**config.mk**
```make
export PLATFORM = sky130hd
export DESIGN_NAME = intersection_controller
export DESIGN_NICKNAME = d
export VERILOG_FILES = /design/src/rtl/traffic_pkg.sv /design/src/rtl/phase_timer.sv /design/src/rtl/intersection_controller.sv
export SDC_FILE = /design/constraint.sdc
export NUM_CORES = 1
export LEC_CHECK = 0
export BUFFER_PORTS_ARGS = -buffer_cell sky130_fd_sc_hd__buf_2
export CAP_MARGIN = 20
export CELL_PAD_IN_SITES_DETAIL_PLACEMENT = 1
export CELL_PAD_IN_SITES_GLOBAL_PLACEMENT = 2
export CORE_MARGIN = 4
export CORE_UTILIZATION = 38
export DETAILED_ROUTE_END_ITERATION = 10
export GPL_TIMING_DRIVEN = 1
export PLACE_DENSITY = 0.87
export SETUP_SLACK_MARGIN = 0.15
export SLEW_MARGIN = 25
export SYNTH_ARGS = -nofsm -noshare
export SYNTH_HDL_FRONTEND = slang
export SYNTH_SLANG_ARGS = --single-unit
```
**constraint.sdc**
```tcl
create_clock -name clock -period 4.5 [get_ports clock]
set_input_delay 0.45 -clock clock [delete_from_list [all_inputs] [get_ports clock]]
set_output_delay 0.45 -clock clock [all_outputs]
set_load 0.02 [all_outputs]
```
**src/rtl/traffic_pkg.sv**
```systemverilog
// Shared lamp codes, controller state set and lamp decode for the intersection controller.
package traffic_pkg;

  localparam logic [2:0] RED   = 3'b101;
  localparam logic [2:0] GREEN = 3'b110;
  localparam logic [2:0] AMBER = 3'b011;

  typedef enum logic [2:0] {
    NS_GREEN   = 3'd0,
    NS_AMBER   = 3'd1,
    ALLRED_A   = 3'd2,
    EW_GREEN   = 3'd3,
    EW_AMBER   = 3'd4,
    ALLRED_B   = 3'd5,
    PED_WALK   = 3'd6,
    EMERG_HOLD = 3'd7
  } ctrlState;

  function automatic logic [2:0] nsLamp(input ctrlState s);
    case (s)
      NS_GREEN: nsLamp = GREEN;
      NS_AMBER: nsLamp = AMBER;
      default:  nsLamp = RED;
    endcase
  endfunction

  function automatic logic [2:0] ewLamp(input ctrlState s);
    case (s)
      EW_GREEN: ewLamp = GREEN;
      EW_AMBER: ewLamp = AMBER;
      default:  ewLamp = RED;
    endcase
  endfunction

endpackage

```
**src/rtl/phase_timer.sv**
```systemverilog
// Loadable down-counter that parks at zero; zero flags the last cycle of a timed phase.
module phase_timer #(
  parameter int unsigned WIDTH = 3,
  parameter logic [WIDTH-1:0] RESET_VAL = '0
) (
  input  logic             clock,
  input  logic             reset,
  input  logic             load,
  input  logic [WIDTH-1:0] loadValue,
  output logic [WIDTH-1:0] value,
  output logic             zero
);

  always_ff @(posedge clock or negedge reset) begin
    if (!reset)
      value <= RESET_VAL;
    else if (load)
      value <= loadValue;
    else if (value != '0)
      value <= value - 1'b1;
  end

  assign zero = (value == '0);

endmodule

```
**src/rtl/intersection_controller.sv**
```systemverilog
// Two-road traffic light controller with pedestrian walk phase and emergency all-red hold.
module intersection_controller
  import traffic_pkg::*;
#(
  parameter int GREEN_CYC  = 5,
  parameter int AMBER_CYC  = 2,
  parameter int ALLRED_CYC = 1,
  parameter int WALK_CYC   = 4
) (
  input  logic       clock,
  input  logic       reset,
  input  logic       ped_req,
  input  logic       emerg,
  output logic [2:0] ns_light,
  output logic [2:0] ew_light,
  output logic       walk,
  output logic       ped_ack,
  output logic [2:0] phase
);

  if (GREEN_CYC < 1 || GREEN_CYC > 255 || AMBER_CYC < 1 || AMBER_CYC > 255 ||
      ALLRED_CYC < 1 || ALLRED_CYC > 255 || WALK_CYC < 1 || WALK_CYC > 255) begin : gBadParam
    $error("intersection_controller: every phase length must be in 1..255");
  end

  localparam int MAX_GA  = (GREEN_CYC > AMBER_CYC) ? GREEN_CYC : AMBER_CYC;
  localparam int MAX_RW  = (ALLRED_CYC > WALK_CYC) ? ALLRED_CYC : WALK_CYC;
  localparam int MAX_CYC = (MAX_GA > MAX_RW) ? MAX_GA : MAX_RW;
  localparam int TW      = (MAX_CYC < 1) ? 1 : $clog2(MAX_CYC + 1);

  ctrlState state;
  ctrlState nextState;
  ctrlState walkReturn;
  logic     pending;
  logic     timerLoad;
  logic [TW-1:0] timerLoadValue;
  logic [TW-1:0] unusedTimerValue;
  logic     timerZero;

  function automatic logic [TW-1:0] loadFor(input ctrlState s);
    case (s)
      NS_GREEN, EW_GREEN: loadFor = TW'(GREEN_CYC - 1);
      NS_AMBER, EW_AMBER: loadFor = TW'(AMBER_CYC - 1);
      ALLRED_A, ALLRED_B: loadFor = TW'(ALLRED_CYC - 1);
      PED_WALK:           loadFor = TW'(WALK_CYC - 1);
      default:            loadFor = '0;
    endcase
  endfunction

  phase_timer #(
    .WIDTH    (TW),
    .RESET_VAL(TW'(ALLRED_CYC - 1))
  ) timer (
    .clock    (clock),
    .reset    (reset),
    .load     (timerLoad),
    .loadValue(timerLoadValue),
    .value    (unusedTimerValue),
    .zero     (timerZero)
  );

  // Emergency pre-empts green immediately, lets amber run out, and cuts all-red/walk short.
  always_comb begin
    nextState = state;
    case (state)
      NS_GREEN: if (emerg || timerZero) nextState = NS_AMBER;
      NS_AMBER: if (timerZero) nextState = emerg ? EMERG_HOLD : ALLRED_A;
      ALLRED_A: begin
        if (emerg)          nextState = EMERG_HOLD;
        else if (timerZero) nextState = pending ? PED_WALK : EW_GREEN;
      end
      EW_GREEN: if (emerg || timerZero) nextState = EW_AMBER;
      EW_AMBER: if (timerZero) nextState = emerg ? EMERG_HOLD : ALLRED_B;
      ALLRED_B: begin
        if (emerg)          nextState = EMERG_HOLD;
        else if (timerZero) nextState = pending ? PED_WALK : NS_GREEN;
      end
      PED_WALK: begin
        if (emerg)          nextState = EMERG_HOLD;
        else if (timerZero) nextState = walkReturn;
      end
      EMERG_HOLD: if (!emerg) nextState = ALLRED_B;
      default:  nextState = ALLRED_B;
    endcase
  end

  assign timerLoad      = (nextState != state);
  assign timerLoadValue = loadFor(nextState);

  // Lamps and ack are registered from nextState so they line up with the state register.
  always_ff @(posedge clock or negedge reset) begin
    if (!reset) begin
      state      <= ALLRED_B;
      walkReturn <= NS_GREEN;
      pending    <= 1'b0;
      ns_light   <= RED;
      ew_light   <= RED;
      walk       <= 1'b0;
      ped_ack    <= 1'b0;
    end else begin
      state   <= nextState;
      pending <= ped_req | (pending & ~ped_ack);
      if (nextState == PED_WALK && state != PED_WALK)
        walkReturn <= (state == ALLRED_A) ? EW_GREEN : NS_GREEN;
      ns_light <= nsLamp(nextState);
      ew_light <= ewLamp(nextState);
      walk     <= (nextState == PED_WALK);
      ped_ack  <= (nextState == PED_WALK) && (state != PED_WALK);
    end
  end

  assign phase = state;

endmodule

```
==> reports/metrics.cfg <==
[worst_setup_path]
arrival_ps=2580
crit_fanout=15
cpPeakStageDelay_ps=710
rrSetupSlack_ps=2120
crit_type=reg -> reg
cp_num_buf_inv=0
crit_top_cell=a221oi_2
startpoint_type=flop
cp-end-kind=flop
cp.required_ps=4700
path_delay_family=compound AO/OA/AOI/OAI gates
critPathSlowestCell=dfstp_2
path_cells=and2b_4 > o21ai_2 > o311ai_2 > a221oi_2 > mux2_1 > a221oi_2

[die]
io_pins=15
die_h_um=60.3
initial_utilization=0.409
die_w_um=60.3
dieArea_sq_um=3640
coreArea_sq_um=2540
rows=18

[synth]
synth-edff-count=0
synth_seq_cells=16
ys.flop_type=dfrtp_1
synth_top_cell_area_share=0.240
synth_common_cells=dfrtp_1, nor2_1, a21oi_1, inv_1
yosysTopAreaCell=dfrtp_1
async_flop_share=1.00
avgSynthCellArea_sq_um=10.1
yosysUniqueCellTypes=47
yosysMostFrequentCell=dfrtp_1
syn_nets=109
syn_area_sq_um=1040
ys_warn_count=0
seq_area_frac_synth=0.392
netlist_instances=103
synthTopCellsByArea=dfrtp_1, dfstp_2, buf_6

[place]
preCtsSetupSlack_ps=2120
place_congestion=0.797
io_buffer_count=14
post-dp-hpwl_um=1730
placed_area_sq_um=1080

[timing]
hold_violations=0
post-route-period-util=0.530
rsz0062_at_grt=false
finalSetupViolCount=0
fin_ws_ps=2120
max_freq_mhz=419
min_period_ps=2380
fin_skew_ps=8.82
maxSlewViolCount=0
finalSetupTns_ps=0
worstMarginPinSlew_ps=434
slew_headroom=0.710

[clock_network]
clkTransAtPathRegs_ps=90
cts_inserted_buffers=3
ctsResizeCount=0
clockBufferDepth=2
cts_hold_buf=0
insertion_delay_ps=290
post_cts_buffers=0
cts_tree=built
cts-htree-levels=1
root_buffer=clkbuf_4
clock-sinks=16

[pwr]
leakage_nw=0.462
total_power_mw=0.926
ir_drop_mv=0.413
power_density_nw_per_um2=834

[route]
viasPerCell=5.32
dr.pass1.iters=4
vias=772
totalWireLength_um=2280
drc_errors=0
antenna_left=0
drt_iter0_drc=33
wl_per_cell_um=15.7

[grt]
grt_pass1_wl_um=3890
grt.busiest_layer=met2
met1_usage=0.192
grt_pass1_vias=824
use_met3=0.0128
grt-ovfl-total=0
grt_util_all_layers=0.147
grtUsageMet2=0.245
antenna_found_initial=0
grt_max_degree=20

[layout]
drive_gt1_frac=0.357
finalInstanceArea_sq_um=1110
area_growth_pct=6.73
layout.nets=122
num_antenna_cells=0

[job]
maxCapViolations=0

[min_path]
hp-class=in -> async

[status]
status=finished, final reports clean

[cells by family (layout without fill, tap and decap cells)]
logic type,after synthesis,count (layout),synth area share
mux,2,2,0.0216
simple gates,35,35,0.194
fa+ha+maj,2,2,0.0240
xor+xnor,1,1,0.00841
buf+inv,14,26,0.0926
flops,16,16,0.392
compound gates,33,33,0.268
[worst reg2reg max path, cell delays in order (launching register included)]
cell and delay (ps):
dfstp_2 710, and2b_4 260, o21ai_2 150, o311ai_2 140, a221oi_2 430, mux2_1 390, a221oi_2 220
[state kept, by name, summed over array words and instances (netlist names)]
| signal | flops |
|---|---|
| ew_light | 3 |
| ns_light | 3 |
| ped_ack | 1 |
| pending | 1 |
| phase | 3 |
| timer.value | 3 |
| walk | 1 |
| walkReturn | 1 |
[layout make-up]
cell class	instances	area (sq um)
Multi-Input combinational cell	73	537
Sequential cell	16	408
Clock buffer	4	26.3
Inverter	8	32.5
Fill cell	307	1430
Timing Repair Buffer	14	70.1
Tap cell	30	37.5
[metrics by stage]
step / utilization / hold slack [ps] / std cells
floorplan: - / 154 / 103
global placement: 0.426 / 366 / 141
detailed placement: 0.426 / 373 / 141
CTS: 0.437 / 49.7 / 145
global route: 0.437 / 61.2 / 145
finish: 0.437 / 48.4 / 145
[layer usage]
metal | vias to the layer above | wire, um
li1 | 388 | -
met2 | 9 | 1130
met1 | 371 | 1070
met3 | 4 | 46
met5 | - | 0
met4 | 0 | 28
[cells in the final DEF (no fill, tap or decap), drive strengths merged, types with 2 or more instances in the layout]
master | netlist | final
nand2 | 7 | 7
nor2 | 9 | 9
a21oi | 8 | 8
nor2b | 4 | 4
ha | 2 | 2
dfrtp | 10 | 10
clkbuf | 1 | 4
buf | 5 | 14
nand2b | 2 | 2
or2 | 2 | 2
a21o | 2 | 2
o21ai | 8 | 8
a221oi | 2 | 2
nand3 | 4 | 4
mux2 | 2 | 2
o211ai | 2 | 2
dfstp | 6 | 6
inv | 8 | 8
[where the power goes]
group          switching (mW)  internal, mW  total (mW)
clock network          0.0416        0.0344      0.0761
logic                   0.336         0.231       0.567
registers              0.0715         0.212       0.283
[final timing paths]
kind,from,end,cells past startpoint
min in group clock,ped_req,pending$_DFF_PN0_,2
worst max register to register,phase[2]$_DFF_PN1_,timer.value[0]$_DFFE_PN0P_,6
max in group asynchronous,reset,ew_light[0]$_DFF_PN1_,1
worst min register to register,ped_ack$_DFF_PN0_,pending$_DFF_PN0_,2
worst max-delay path,phase[2]$_DFF_PN1_,timer.value[0]$_DFFE_PN0P_,6
worst min-delay path,reset,phase[1]$_DFF_PN0_,1
Note: power is estimated with default switching activity, not from simulation.
